--- config.mk ---
export PLATFORM = sky130hd
export DESIGN_NAME = bit_serial_logic_unit
export DESIGN_NICKNAME = d
export VERILOG_FILES = /design/src/rtl/bit_ops_pkg.sv /design/src/rtl/bit_op_slice.sv /design/src/rtl/bit_serial_logic_unit.sv
export SDC_FILE = /design/constraint.sdc
export NUM_CORES = 1
export LEC_CHECK = 0
export CAP_MARGIN = 20
export CORE_ASPECT_RATIO = 0.5
export CORE_MARGIN = 3
export CORE_UTILIZATION = 54
export CTS_BUF_LIST = sky130_fd_sc_hd__clkbuf_4 sky130_fd_sc_hd__clkbuf_8 sky130_fd_sc_hd__clkbuf_16
export DETAILED_ROUTE_END_ITERATION = 8
export PLACE_DENSITY = 0.84
export SKIP_CTS_REPAIR_TIMING = 1
export SLEW_MARGIN = 40
export SYNTH_ARGS = -nofsm -noshare
export SYNTH_HDL_FRONTEND = slang
export SYNTH_SLANG_ARGS = --single-unit
--- constraint.sdc ---
create_clock -name clk_in -period 4.2 [get_ports clk_in]
set_input_delay 0.42 -clock clk_in [delete_from_list [all_inputs] [get_ports clk_in]]
set_output_delay 0.42 -clock clk_in [all_outputs]
set_load 0.1 [all_outputs]
--- src/rtl/bit_ops_pkg.sv ---
`default_nettype none
// ============================================================================
// Module      : bit_ops_pkg
// Description : Shared constants for the bit-serial logic unit: the opcode
//               encoding of the 1-bit evaluator and the controller state
//               encoding.
// Revision    : 1.0 - initial release
// ============================================================================
package bit_ops_pkg;

    // Opcode encoding (3 bits, sampled together with start_in)
    localparam logic [2:0] OP_AND     = 3'd0;
    localparam logic [2:0] OP_NAND    = 3'd1;
    localparam logic [2:0] OP_OR      = 3'd2;
    localparam logic [2:0] OP_NOR     = 3'd3;
    localparam logic [2:0] OP_XOR     = 3'd4;
    localparam logic [2:0] OP_XNOR    = 3'd5;
    localparam logic [2:0] OP_NOTA    = 3'd6;
    localparam logic [2:0] OP_ILLEGAL = 3'd7;

    // Controller state encoding
    localparam int         c_state_w  = 2;
    localparam logic [1:0] c_st_idle  = 2'd0;
    localparam logic [1:0] c_st_shift = 2'd1;
    localparam logic [1:0] c_st_done  = 2'd2;

endpackage : bit_ops_pkg
`default_nettype wire

--- src/rtl/bit_op_slice.sv ---
`default_nettype none
// ============================================================================
// Module      : bit_op_slice
// Description : Combinational 1-bit logic evaluator.
// Ports       : a, b    - operand bits
//               op      - 3-bit opcode (see bit_ops_pkg)
//               y       - result bit (0 for the illegal opcode)
//               illegal - high when op is the illegal opcode
// Revision    : 1.0 - initial release
// ============================================================================
module bit_op_slice
    import bit_ops_pkg::*;
(
    input  logic       a,
    input  logic       b,
    input  logic [2:0] op,
    output logic       y,
    output logic       illegal
);

    always_comb begin
        y       = 1'b0;
        illegal = 1'b0;
        case (op)
            OP_AND:  y = a & b;
            OP_NAND: y = ~(a & b);
            OP_OR:   y = a | b;
            OP_NOR:  y = ~(a | b);
            OP_XOR:  y = a ^ b;
            OP_XNOR: y = ~(a ^ b);
            OP_NOTA: y = ~a;
            default: illegal = 1'b1;
        endcase
    end

endmodule : bit_op_slice
`default_nettype wire

--- src/rtl/bit_serial_logic_unit.sv ---
`default_nettype none
// ============================================================================
// Module      : bit_serial_logic_unit
// Description : Evaluates a bitwise logic operation on two WIDTH-bit operands
//               one bit per clock, LSB first, streaming each bit on ser_out
//               and assembling the parallel result.
// Parameters  : WIDTH (2..32) operand/result width
// Ports       : clk_in, reset_in (async, active-high)
//               start_in, op_in, a_in, b_in  - request (accepted in IDLE)
//               busy_out                      - operation in progress
//               ser_out, ser_valid_out        - serial result stream
//               result_out, done_out, err_out - completion interface
//               parity_out                    - XOR of result_out
//                                               (only with BSLU_PARITY_EN)
// Build macro : BSLU_PARITY_EN adds the parity_out port.
// Revision    : 1.0 - initial release
// ============================================================================
module bit_serial_logic_unit
    import bit_ops_pkg::*;
#(
    parameter int WIDTH = 8
) (
    input  logic             clk_in,
    input  logic             reset_in,
    input  logic             start_in,
    input  logic [2:0]       op_in,
    input  logic [WIDTH-1:0] a_in,
    input  logic [WIDTH-1:0] b_in,
    output logic             busy_out,
    output logic             ser_out,
    output logic             ser_valid_out,
    output logic [WIDTH-1:0] result_out,
    output logic             done_out,
    output logic             err_out
`ifdef BSLU_PARITY_EN
    ,
    output logic             parity_out
`endif
);

    // One extra counter bit so a power-of-two WIDTH never wraps the count.
    localparam int                CNT_W  = $clog2(WIDTH) + 1;
    localparam logic [CNT_W-1:0]  c_last = CNT_W'(WIDTH - 1);

    logic [c_state_w-1:0] r_state;
    logic [c_state_w-1:0] w_next_state;

    logic [WIDTH-1:0]     r_a;
    logic [WIDTH-1:0]     r_b;
    logic [2:0]           r_op;
    logic [CNT_W-1:0]     r_count;
    logic [WIDTH-1:0]     r_result;

    logic                 w_y;
    logic                 w_illegal;
    logic                 w_accept;

    assign w_accept = (r_state == c_st_idle) && start_in;

    // Operands are shifted right, so the slice always looks at bit 0.
    bit_op_slice u_slice (
        .a       (r_a[0]),
        .b       (r_b[0]),
        .op      (r_op),
        .y       (w_y),
        .illegal (w_illegal)
    );

    // ---------------- state register ----------------
    always_ff @(posedge clk_in or posedge reset_in) begin
        if (reset_in) begin
            r_state <= c_st_idle;
        end else begin
            r_state <= w_next_state;
        end
    end

    // ---------------- next-state logic ----------------
    always_comb begin
        w_next_state = r_state;
        case (r_state)
            c_st_idle:  if (start_in)          w_next_state = c_st_shift;
            c_st_shift: if (r_count == c_last) w_next_state = c_st_done;
            c_st_done:                         w_next_state = c_st_idle;
            default:                           w_next_state = c_st_idle;
        endcase
    end

    // ---------------- output logic ----------------
    // All status outputs decode from the state register, so an asynchronous
    // reset drives them low immediately.
    always_comb begin
        busy_out      = 1'b0;
        ser_valid_out = 1'b0;
        ser_out       = 1'b0;
        done_out      = 1'b0;
        err_out       = 1'b0;
        case (r_state)
            c_st_shift: begin
                busy_out      = 1'b1;
                ser_valid_out = 1'b1;
                ser_out       = w_y;
            end
            c_st_done: begin
                busy_out = 1'b1;
                done_out = 1'b1;
                err_out  = w_illegal;
            end
            default: ;
        endcase
    end

    // ---------------- datapath ----------------
    always_ff @(posedge clk_in or posedge reset_in) begin
        if (reset_in) begin
            r_a      <= '0;
            r_b      <= '0;
            r_op     <= OP_AND;
            r_count  <= '0;
            r_result <= '0;
        end else if (w_accept) begin
            r_a      <= a_in;
            r_b      <= b_in;
            r_op     <= op_in;
            r_count  <= '0;
            r_result <= '0;
        end else if (r_state == c_st_shift) begin
            r_a      <= r_a >> 1;
            r_b      <= r_b >> 1;
            r_count  <= r_count + 1'b1;
            // Result was cleared on acceptance, so OR-ing the bit in at
            // position r_count places it without a variable-width select.
            r_result <= r_result | ({{(WIDTH-1){1'b0}}, w_y} << r_count);
        end
    end

    assign result_out = r_result;

`ifdef BSLU_PARITY_EN
    assign parity_out = ^r_result;
`endif

endmodule : bit_serial_logic_unit
`default_nettype wire

* Yosys cells after proc, flatten, opt, wreduce, memory -nomap -nowiden
Cells that the tools add are included.
Storage, ports and cells: register bits after elaboration 33, output and inout port bits 13
Operators by class: $add $sub $neg 1, reduce and logical (&&, ||, !) cells 7, mux-type cells 18, shifts and indexed selects 1, eq/ne operators 11, bitwise logic cells 8
Operators with widths (number):
- two-way mux 8 bit | 6
- == test 3 bit (second input constant) | 3
- two-way mux 4 bit | 2
- bitwise OR 8 bit | 1
- << shifter 1 x 4 -> 8 bit | 1
- one-hot mux 1 bit (7 select lines) | 1
- OR reduction 7 bit | 1
- == test 3 x 2 -> 1 bit (second input constant) | 2
- two-way mux 1 bit | 6
- adder 4 x 1 -> 4 bit (second input constant) | 1
- == test 4 x 3 -> 1 bit (second input constant) | 1
- two-way mux 2 bit | 2
- inequality test 2 bit (second input constant) | 2
- inverter 1 bit | 4
- one-hot mux 2 bit (2 select lines) | 1
- == test 3 x 1 -> 1 bit (second input constant) | 1
- logical NOT 3 bit | 1
- == test 2 x 1 -> 1 bit (second input constant) | 1
- == test 2 bit (second input constant) | 1
- logical NOT 2 bit | 1
- AND reduction 2 bit | 1
- nonzero test 2 bit | 1
- OR reduction 2 bit | 1
- AND 1 bit | 1
- other kinds (3) | 3

* Longest topological paths before layout
Gate-level depths: netlist (run 1).
depth after elaboration 7, gate-level depth with buffers 7, depth with buffers taken out 6

* Hierarchy
Synthesis (run 1) repeated with hierarchy kept, for this count alone.
Unflattened totals: cell total of the unflattened synthesis 162, area total of the unflattened synthesis 1634.1 µm²
Modules (own cells, without submodules):
- bit_serial_logic_unit | times used 1, area each 1531.5 µm², cells an instance 147
- bit_op_slice | times used 1, area each 102.6 µm², cells an instance 15

* Worst setup path before layout (run 1)
Ideal clock, no wire load.
path type reg2out, start point register r_state[1], end point output port ser_out, path buffers 2, slack 1.236 ns, arrival 2.544 ns, stages on the path, launching flop included 6, cell sequence dfrtp_1 > inv_1 > ha_1 > clkbuf_1 > buf_2 > and2_1
On the way: cells in the longest elaborated chain, start to end 2
Ends and longest elaborated chain:
- start, declared | line bit_serial_logic_unit.sv:45 | logic [c_state_w-1:0] r_state;
- start signal, assigned | line bit_serial_logic_unit.sv:72 | r_state <= c_st_idle;
- start signal, assigned | line bit_serial_logic_unit.sv:74 | r_state <= w_next_state;
- == test 2 x 1 -> 1 bit | line bit_serial_logic_unit.sv:98 | case (r_state)
- two-way mux 1 bit | line bit_serial_logic_unit.sv:98
- end, declared | line bit_serial_logic_unit.sv:30 | output logic ser_out,
No other way between the ends.

* Worst setup path in the final report (run 1)
Ends and elaborated chain as after synthesis.

==> results of run 1 <==
==> kinds of logic (layout without fill, tap and decap cells) <==
kind of cell,Yosys count,after routing,synth area share
xor gates and xnor gates,3,3,0.0162
and+or+nand+nor,53,53,0.171
AOI/OAI and AO/OA,26,26,0.108
muxes,17,17,0.105
adders and majority gates,7,7,0.0541
DFF,33,33,0.510
buffers and inverters,15,49,0.0363
==> cells in the final DEF, fill, tap and decap left out <==
cell             instances
buf_2                   11
or3_4                    1
inv_1                    6
nand4b_1                 1
mux2i_1                 17
o21a_1                   1
nand3b_1                 6
nand4_1                  1
nor2b_1                  1
and2_2                   1
xor2_1                   2
nor2_1                   5
ha_1                     7
xnor2_1                  1
clkbuf_8                 6
a21oi_1                  1
and2_1                   1
buf_4                    4
and4_2                   1
nand2_1                 31
nor3b_1                  2
clkbuf_4                 1
clkdlybuf4s50_1         21
a32o_1                   6
nand4_4                  1
dfrtp_1                 33
nor3_1                   1
o21ai_0                 16
a32o_2                   2
==> path summary, 6_finish.rpt <==
| kind | startpoint | end | slack, ns | cells past startpoint |
|---|---|---|---|---|
| worst max-delay path | r_state[1] | ser_out | 1.59 | 5 |
| worst min-delay path | result_out[3] | result_out[3] | 0.49 | 1 |
| worst max register to register | r_state[1] | result_out[4] | 2.16 | 5 |
| worst min register to register | result_out[3] | result_out[3] | 0.49 | 1 |
| max in group asynchronous | reset_in | r_a[0] | 3.36 | 3 |
| min in group asynchronous | reset_in | result_out[1] | 0.54 | 3 |
==> through the flow <==
step,setup WS [ns],total power (uW),util
after floorplan,1.24,1210,-
after global placement,1.81,1370,0.729
after detailed placement,1.94,1370,0.709
after CTS,1.61,1630,0.743
after global routing,1.47,1720,0.743
final,1.59,1620,0.743
==> state kept, by name (all words and copies together), names as in the netlist <==
register / flops
r_op: 3
r_count: 4
result_out: 8
r_b: 8
r_a: 8
r_state: 2
==> power by group <==
part	switching, uW	internal [uW]	leakage (uW)
Sequential	106	443	0.000426
Combinational	559	262	0.000496
Clock	110	136	0.0000477
==> routing by layer <==
metal,global-route usage,vias up,part of all wire
met5,0,-,0
met2,0.328,23,0.49
li1,-,599,-
met1,0.229,602,0.46
met4,0.0513,0,0.0049
met3,0.0565,2,0.039
==> Yosys cell counts (5+ instances only) <==
cell      count
clkbuf_1      6
dfrtp_1      33
mux2i_1      17
nand2_1      31
a32o_1        6
nor2_1        5
nand3b_1      6
inv_1         6
o21ai_0      16
ha_1          7
==> final cells by class <==
type,count,area [um^2],share of cell area
sequential,33,826,0.409
multi-input combinational,106,737,0.365
timing repair buffer,36,295,0.146
clock buffer,7,90.1,0.0447
tap,37,46.3,0.0230
inverter,6,22.5,0.0112
==> impl_metrics.tcl, run 1 <==
set metrics [dict create \
    clock-root-buffer "clkbuf_8" \
    area_delta_synth_final_pct 24.5 \
    ant_nets 0 \
    worst_pin_slew_ns 0.734 \
    ys_seq_area_frac 0.510 \
    cp_slowest_stage_delay_ns 0.64 \
    finalHoldViolCount 0 \
    die_w_um 83.5 \
    overflow 0 \
    yosysTopAreaCell "dfrtp_1" \
    tritoncts "built" \
    crit_arrival_ns 2.19 \
    ys_seq_elements 33 \
    wirelength_um 3230 \
    clk_latency_ns 0.28 \
    nNetsFinal 217 \
    rsz0062_at_grt "false" \
    synth_fp_nets 183 \
    cpMostUsedCell "buf_4" \
    cp-start-kind "register" \
    initial_core_util 0.596 \
    wire_per_inst_um 14.4 \
    num_rows 13 \
    drive_gt1_frac 0.149 \
    final_area_um2 2020 \
    fillers 193 \
    firstDrtPassIters 4 \
    finClkSkew_ns 0.00210 \
    worstSetupPathType "register to output port" \
    synth_cells 154 \
    worst-path-buf-inv 3 \
    fin_cells 225 \
    port-buffer-count 34 \
    crit_slowest_cell "ha_1" \
    synth_flop_cell "dfrtp_1" \
    cts_max_level 2 \
    first_iter_violations 35 \
    placed_area_um2 1930 \
    period_share 0.621 \
    synth_top_area_share 0.510 \
    worst_hold_slack_ns 0.490 \
    dp_cells 218 \
    status "completed" \
    io-pin-count 35 \
    die_y_um 44.7 \
    track_usage 0.185 \
    async_reset_ff_frac 1.00 \
    min_period_ns 2.61 \
    vias 1226 \
    drv_cap 0 \
    cts_buffer_depth 2 \
    pwr_density_cell_nw_per_um2 802 \
    grt_pass1_vias 1199 \
    fmax_mhz 383 \
    grt_pass1_wl_um 5400 \
    synth_area_leaders "dfrtp_1 (51%), mux2i_1 (11%), nand2_1 (7.2%), ha_1 (5.4%), o21ai_0 (4.9%)" \
    path_delay_family "buffers and inverters" \
    clkSinkCount 33 \
    cts_buffers 5 \
    hold_class "register to register" \
    antenna_found_initial 0 \
    post-route-drc-count 0 \
    coreArea_um2 2720 \
    final.setup.tns_ns 0 \
    synth_edf_count 0 \
    post_drt_via_cell_ratio 5.45 \
    slew_viol_final 0 \
    final-setup-viol-count 0 \
    clk_pin_slew_ns 0.07 \
    p_leak_uw 0.000969 \
    gp_congestion 0.736 \
    cp_max_fo 15 \
    synth.distinct_cells 26 \
    place_hpwl_um 2190 \
    max_slew_margin 0.511 \
    dieArea_um2 3730 \
    ir_drop_mv 0.472 \
    antennaDiodeCount 0 \
    syn_avg_cell_area_um2 10.5 \
    grt_max_degree 38 \
    ys_warn_count 0 \
    cp.required_ns 3.78 \
    path_cells "inv_1, ha_1, buf_4, and2_1, buf_4" \
    syn_area_um2 1620 \
    end_kind "output port" \
]
No activity file was read; power rests on OpenSTA's default activity.
==> run 2: changes to the inputs <==
Settings changed: CORE_UTILIZATION 54 to 50, PLACE_DENSITY 0.84 to 0.79.
Clock period 4.2 ns to 2.67 ns, I/O delays scaled along.
==> run 2 against run 1 <==
Effect of this change: clock power rose by 49%; sequential power rose by 58%; critical path depth rose by 2; register-to-register slack got worse by 1.3 ns; first-iteration DRC count rose by 60%; total power rose by 59%; highest routed layer unchanged.
==> impl_metrics.tcl, run 2 (same netlist as run 1, synthesis figures left out) <==
set metrics [dict create \
    status "completed" \
    firstDrtPassIters 4 \
    placed_area_um2 1980 \
    fmax_mhz 453 \
    hold_class "primary input to async pin" \
    worstSetupPathType "register to output port" \
    rsz0062_at_grt "false" \
    wire_per_inst_um 13.5 \
    first_iter_violations 56 \
    wirelength_um 3060 \
    clk_latency_ns 0.28 \
    vias 1214 \
    die_y_um 46.3 \
    finClkSkew_ns 0.00370 \
    fillers 212 \
    io-pin-count 35 \
    final-setup-viol-count 0 \
    worst_pin_slew_ns 0.473 \
    tritoncts "built" \
    max_slew_margin 0.684 \
    cts_max_level 2 \
    crit_arrival_ns 1.94 \
    port-buffer-count 34 \
    nNetsFinal 218 \
    cts_buffer_depth 2 \
    worstRegToRegCells 6 \
    initial_core_util 0.573 \
    layout_setup_ws_ns 0.461 \
    drive_gt1_frac 0.158 \
    grt_pass1_wl_um 4830 \
    coreArea_um2 2830 \
    antennaDiodeCount 0 \
    num_rows 13 \
    grt_max_degree 38 \
    finalHoldViolCount 0 \
    pwr_density_cell_nw_per_um2 1240 \
    cp.required_ns 2.40 \
    grt_pass1_vias 1081 \
    ir_drop_mv 0.949 \
    final_area_um2 2060 \
    overflow 0 \
    end_kind "output port" \
    clock-root-buffer "clkbuf_8" \
    clk_pin_slew_ns 0.07 \
    drv_cap 0 \
    cp-start-kind "register" \
    clkSinkCount 33 \
    p_leak_uw 0.000976 \
    gp_congestion 0.768 \
    cp_max_fo 9 \
    min_period_ns 2.21 \
    area_delta_synth_final_pct 27.3 \
    post-route-drc-count 0 \
    final.setup.tns_ns 0 \
    ant_nets 0 \
    slew_viol_final 0 \
    die_w_um 86.5 \
    track_usage 0.164 \
    cts_buffers 5 \
    final_common_cell "dfrtp_1" \
    final_cell_mix "dfrtp_1 (33), nand2_1 (31), clkdlybuf4s50_1 (21)" \
    post_drt_via_cell_ratio 5.35 \
    period_share 0.827 \
    place_hpwl_um 2160 \
    pre_cts_slack_ns 0.757 \
    antenna_found_initial 0 \
    dieArea_um2 4000 \
]
## run 2: per-layer routing
metal  vias up  part of all wire  global-route usage
met5         -                 0                   0
met4         0             0.012              0.0839
met3         6             0.048              0.0536
met2        30              0.47               0.260
met1       571              0.47               0.205
li1        607                 -                   -
## run 2: through the flow
stage / utilization / hold slack [ns] / std cells / power (uW)
after floorplan: - / 0.372 / 154 / 1900
after global placement: 0.698 / 0.483 / 219 / 2170
after detailed placement: 0.698 / 0.486 / 219 / 2210
after CTS: 0.729 / 0.380 / 227 / 2590
after global routing: 0.729 / 0.407 / 227 / 2730
final: 0.729 / 0.363 / 227 / 2570
## run 2: final cells by class
cell class                      instances  area [um^2]  area share
Clock buffer                            6         76.3      0.0370
Clock inverter                          2         10.0     0.00485
Inverter                                6         22.5      0.0109
Multi-Input combinational cell        106          738       0.358
Sequential cell                        33          826       0.400
Tap cell                               37         46.3      0.0225
Timing Repair Buffer                   37          343       0.166
## run 2: final timing paths
check	from	endpoint	slack [ns]
worst max-delay path	r_b[0]	ser_out	0.46
worst min-delay path	reset_in	r_count[0]	0.36
worst max register to register	r_state[0]	result_out[4]	0.86
worst min register to register	result_out[3]	result_out[3]	0.50
max in group asynchronous	reset_in	r_b[3]	2.01
min in group clk_in	result_out[3]	result_out[3]	0.50
## run 2: critical path, cell delays in order (launching register included)
cell	delay (ns)
dfrtp_1	0.38
inv_1	0.06
ha_1	0.27
mux2i_1	0.08
or3_4	0.35
nand4_4	0.15
and2_1	0.19
buf_12	0.18
## run 2: report_power, final
part           leakage [uW]  internal (uW)  switching, uW
Clock             0.0000484            191            179
Combinational      0.000502            467            864
Sequential         0.000426            697            168
